[config.mk]
export PLATFORM = sky130hd
export DESIGN_NAME = dmem_arbiter
export DESIGN_NICKNAME = d
export VERILOG_FILES = /design/src/rtl/dmem_arbiter_pkg.sv /design/src/rtl/dmem_arbiter_starve_counter.sv /design/src/rtl/dmem_arbiter.sv
export SDC_FILE = /design/constraint.sdc
export NUM_CORES = 1
export LEC_CHECK = 0
export CELL_PAD_IN_SITES_DETAIL_PLACEMENT = 0
export CELL_PAD_IN_SITES_GLOBAL_PLACEMENT = 1
export CORE_MARGIN = 1
export CORE_UTILIZATION = 18
export DETAILED_ROUTE_END_ITERATION = 12
export GPL_TIMING_DRIVEN = 1
export PLACE_DENSITY_LB_ADDON = 0.1
export SLEW_MARGIN = 40
export SYNTH_ARGS = -nofsm -noshare
export SYNTH_HDL_FRONTEND = slang
export SYNTH_SLANG_ARGS = --single-unit
[constraint.sdc]
create_clock -name clk -period 2.5 [get_ports clk]
set_clock_uncertainty 0.1 [all_clocks]
set_input_delay 0.5 -clock clk [delete_from_list [all_inputs] [get_ports clk]]
set_output_delay 0.5 -clock clk [all_outputs]
set_load 0.02 [all_outputs]
[src/rtl/dmem_arbiter_pkg.sv]
// Shared definitions for the data-memory arbiter: word width, starvation
// limit defaults and the ownership FSM encoding.
package dmem_arbiter_pkg;
    localparam int WORD_LEN_DEF     = 32;
    localparam int STARVE_LIMIT_DEF = 4;
    localparam int CNT_W_DEF        = 3;

    typedef enum logic {
        S_CPU = 1'b0,
        S_DBG = 1'b1
    } own_state_e;
endpackage

[src/rtl/dmem_arbiter_starve_counter.sv]
// Saturating count of consecutive lost cycles for one requester; flags when
// the count has reached the limit so the requester can be forced to win.
module dmem_arbiter_starve_counter #(
    parameter int CNT_W = 3,
    parameter int LIMIT = 4
) (
    input  logic clk,
    input  logic rst,
    input  logic inc,
    input  logic clr,
    output logic at_limit
);
    localparam logic [CNT_W-1:0] LIM = CNT_W'(LIMIT);

    logic [CNT_W-1:0] cnt_q, cnt_d;

    always_comb begin
        cnt_d = cnt_q;
        if (clr) begin
            cnt_d = '0;
        end else if (inc && (cnt_q != LIM)) begin
            cnt_d = cnt_q + 1'b1;
        end
    end

    always_ff @(posedge clk) begin
        if (!rst) begin
            cnt_q <= '0;
        end else begin
            cnt_q <= cnt_d;
        end
    end

    assign at_limit = (cnt_q == LIM);
endmodule

[src/rtl/dmem_arbiter.sv]
// Shares dataMEM between the CPU MEM stage (port C) and a debug/loader port
// (port D), stalling the CPU when it loses and forcing a win after starvation.
module dmem_arbiter
    import dmem_arbiter_pkg::*;
#(
    parameter int WORD_LEN     = WORD_LEN_DEF,
    parameter int STARVE_LIMIT = STARVE_LIMIT_DEF,
    parameter int CNT_W        = CNT_W_DEF
) (
    input  logic                clk,
    input  logic                rst,
    input  logic                cpu_req,
    input  logic                cpu_we,
    input  logic [WORD_LEN-1:0] cpu_addr,
    input  logic [WORD_LEN-1:0] cpu_wdata,
    output logic [WORD_LEN-1:0] cpu_rdata,
    output logic                cpu_stall,
    input  logic                dbg_req,
    input  logic                dbg_we,
    input  logic                dbg_lock,
    input  logic [WORD_LEN-1:0] dbg_addr,
    input  logic [WORD_LEN-1:0] dbg_wdata,
    output logic [WORD_LEN-1:0] dbg_rdata,
    output logic                dbg_ack,
    output logic                mem_we,
    output logic                mem_re,
    output logic [WORD_LEN-1:0] mem_addr,
    output logic [WORD_LEN-1:0] mem_din,
    input  logic [WORD_LEN-1:0] mem_dout
);
    own_state_e          state_q, state_d;
    logic                ack_q, ack_d;
    logic [WORD_LEN-1:0] rdata_q, rdata_d;
    logic                gnt_c, gnt_d;
    logic                cstarve_lim, dstarve_lim;

    always_comb begin
        gnt_c = 1'b0;
        gnt_d = 1'b0;
        if (state_q == S_CPU) begin
            gnt_c = cpu_req & ~(dbg_req & dstarve_lim);
            gnt_d = dbg_req & ~gnt_c;
        end else begin
            gnt_d = dbg_req & ~(cpu_req & cstarve_lim);
            gnt_c = cpu_req & ~gnt_d;
        end
        // Port D holds ownership only while it keeps winning with lock high;
        // release, lock drop or a forced CPU win all fall back to S_CPU.
        state_d = (gnt_d & dbg_lock) ? S_DBG : S_CPU;
        ack_d   = gnt_d;
        rdata_d = (gnt_d & ~dbg_we) ? mem_dout : rdata_q;
    end

    always_comb begin
        mem_we   = 1'b0;
        mem_re   = 1'b0;
        mem_addr = '0;
        mem_din  = '0;
        if (gnt_c) begin
            mem_we   = cpu_we;
            mem_re   = ~cpu_we;
            mem_addr = cpu_addr;
            mem_din  = cpu_wdata;
        end else if (gnt_d) begin
            mem_we   = dbg_we;
            mem_re   = ~dbg_we;
            mem_addr = dbg_addr;
            mem_din  = dbg_wdata;
        end
    end

    always_ff @(posedge clk) begin
        if (!rst) begin
            state_q <= S_CPU;
            ack_q   <= 1'b0;
            rdata_q <= '0;
        end else begin
            state_q <= state_d;
            ack_q   <= ack_d;
            rdata_q <= rdata_d;
        end
    end

    dmem_arbiter_starve_counter #(.CNT_W(CNT_W), .LIMIT(STARVE_LIMIT)) u_cstarve (
        .clk      (clk),
        .rst      (rst),
        .inc      (cpu_req & ~gnt_c),
        .clr      (~cpu_req | gnt_c),
        .at_limit (cstarve_lim)
    );

    dmem_arbiter_starve_counter #(.CNT_W(CNT_W), .LIMIT(STARVE_LIMIT)) u_dstarve (
        .clk      (clk),
        .rst      (rst),
        .inc      (dbg_req & ~gnt_d),
        .clr      (~dbg_req | gnt_d),
        .at_limit (dstarve_lim)
    );

    assign cpu_stall = cpu_req & ~gnt_c;
    assign cpu_rdata = gnt_c ? mem_dout : '0;
    assign dbg_ack   = ack_q;
    assign dbg_rdata = rdata_q;
endmodule
==> impl_results.md <==
* Max cap viols at 0
* CTS Buffer Depth at 2
* Synthesized area at 0.00268 mm2
* M3 GR Usage at 4.67%
* Die Wd at 124 um
* Clock-pin slew on the worst setup and hold paths at 60 ps
* Pre-CTS setup slack at -514 ps
* Layout overhead on the synthesized area at 141%
* Sequential share of the synthesized area at 29.9%
* Slew HR at 62.1%
* Met1 Use GR at 21.2%
* Pin count of the biggest net entering global routing at 43
* Final Slew Violations at 0
* Clock sinks at 40
* Initial core utilization at 18.4%
* Row count at 44
* Post-route DRC violation count at 0
* Final ANT Viol Nets at 0
* Required time of the critical path at 1900 ps
* Fin Setup TNS at -1770 ps
* Cells after Synth at 311
* Vias after detailed routing at 3696
* Core ar. at 0.0145 mm2
* Fill cells at 1476
* Final Hold Violating Endpoints at 0
* Drt first pass iters at 4
* Gr usage total at 16.9%
* Status: finished with violations
* Final Cell Area at 0.00647 mm2
* Core Util, Final at 44.5%
* Clock latency at the later pin of the worst-skew pair at 280 ps
* Startpoint Class: flip-flop
* Routed WL at 14700 um
* Initial DRC count at 101
* Crit path from: u_cstarve.cnt_q[0]
* PnR Total Power at 0.00250 W
* GRT busiest layer: met2
* Max Clock Freq at 0.385 GHz
* M2 GR Usage at 28.7%
* Failing checks: negative setup slack
* Total grt overflow at 0
* CTS Buf Count at 5
* CP peak stage delay at 340 ps
* Vias in the first global route at 3473
* Area contributors post-synth: dfxtp_1 (30%), a32o_1 (24%), mux2i_1 (13%), nand2_1 (9.5%), and3_1 (7.7%)
* Initial antenna violation count at 0
* Tmin final at 2600 ps
* FF-to-FF Start: u_cstarve.cnt_q[0]
* Yosys top cell area share at 29.9%
* Hold Buf Count CTS at 0
* Post-placement cell area at 0.00605 mm2
* Mapped Nets at 482
* Data arrival, critical path at 2000 ps
* Hpwl dp at 10800 um
* DIE AREA at 0.0154 mm2
* Post-route setup slack at -98.4 ps
* Drt wl/cell at 18.2 um
* Nets at 791
* Worst Min Path Start: dbg_rdata[13]
* Vias per cell at 4.59
* Commonest non-fill, non-tap cells in the layout: clkdlybuf4s50_1 (196), nand2_1 (68), buf_6 (61), buf_2 (41), dfxtp_1 (36)
* CP Capture Type: output port
* Final-report setup violation count at 31
* Commonest non-fill, non-tap cell in the layout: clkdlybuf4s50_1
* Crit Path Category: reg2out
* Synth cell types at 23
* # IOs at 299
* Syn Area/Cell at 8.62 um2
* Crit-path cells: inv_2 > ha_4 > a21bo_4 > a21o_4 > buf_8 > buf_12 > a32o_2 > buf_6
* Share of cells above drive strength 1 at 32.0%
* H-Tree Depth at 2
* Ant. Diodes at 0
* Max VDD drop at 306 uV
* Hold Crit Class: reg2reg
* YS warnings at 0
* Worst-Margin Slew at 568 ps
* Reg2reg setup slack at 320 ps
* Synth Register Bits at 40
* CTS tree: done
* I/O Buffers at 298
* Final Wtd Congestion at 0.728
* Leakage power at 2.83 nW
* Power Density at 386 mW/mm2
* Final period utilization at 104%
* Max FO, Critical Path at 10
* DIE HEIGHT at 124 um
* Global-route wire length before repair at 19600 um
* Clock root buffer: clkbuf_16
* Cell taking the most area after synthesis: dfxtp_1
* Crit path max-delay cell type: dfxtp_2
* RSZ-0062 raised after global routing: true
==> power breakdown <==
part           leakage (nW)  internal, W  switching, W
Clock                0.0901     0.000525      0.000252
Combinational          2.41     0.000599      0.000448
Sequential            0.327     0.000660     0.0000108
==> routing by layer <==
metal | up-vias | share of wire (%)
li1 | 1815 | -
met1 | 1727 | 41
met2 | 136 | 50
met3 | 18 | 7.3
met4 | 0 | 1.4
met5 | - | 0
==> worst max-delay path, delay by kind of cell (launching register included) <==
kind            cells  cell delay, ps
buf+inv             4             470
fa+ha+maj           1             160
compound gates      3             740
flops               1             340
==> sequential cells by signal (all words and copies together) (netlist names) <==
signal	count
dbg_rdata	32
state_q	1
u_cstarve.cnt_q	3
u_dstarve.cnt_q	3
dbg_ack	1
==> kinds of logic after synthesis <==
| family | after synthesis | synth area share [%] |
|---|---|---|
| flops | 40 | 29.9 |
| xor+xnor | 2 | 0.654 |
| buf+inv | 46 | 7.84 |
| fa+ha+maj | 4 | 1.87 |
| compound gates | 73 | 27.1 |
| mux | 34 | 12.7 |
| simple gates | 112 | 20.0 |
==> per-stage QoR <==
stage                     instances  hold slack (ps)
final                           805              355
after global routing            805              376
after CTS                       804              360
after detailed placement        783              348
after global placement          783              341
after floorplan                 311              413
==> path summary, 6_finish.rpt <==
kind,end,depth (start not counted)
worst min register to register,dbg_rdata[13],2
worst max register to register,dbg_rdata[22],7
worst min-delay path,dbg_rdata[13],2
worst max-delay path,mem_addr[17],8
==> cells in the mapped netlist <==
master / n
and3_1: 33
nand3b_4: 1
buf_2: 12
o21ai_0: 2
clkbuf_1: 23
a32o_1: 65
a311oi_4: 1
buf_6: 3
nor2_1: 1
dfxtp_1: 40
xnor2_1: 2
mux2i_1: 34
nand2_1: 68
buf_1: 1
nand3b_1: 2
ha_1: 4
a21bo_2: 1
a31o_1: 1
nor3_1: 6
inv_1: 7
a21o_1: 1
a31oi_1: 2
nand3_1: 1
==> what timing repair did <==
action	CTS	global route
endpoints found under the setup margin	99	66
resized for setup	504	69
cloned	6	2
setup buffers	8	0
pin swaps	20	13
==> area by class of cell <==
class	count	area [um2]	area share (%)
repair buffers	340	3450	53.3
inverters	7	26.3	0.406
well taps	184	230	3.56
clock inverters	1	30.0	0.464
multi-input cells	226	1780	27.5
flip-flops and latches	40	806	12.5
clock buffers	7	153	2.36
No activity file was read; power rests on OpenSTA's default activity.
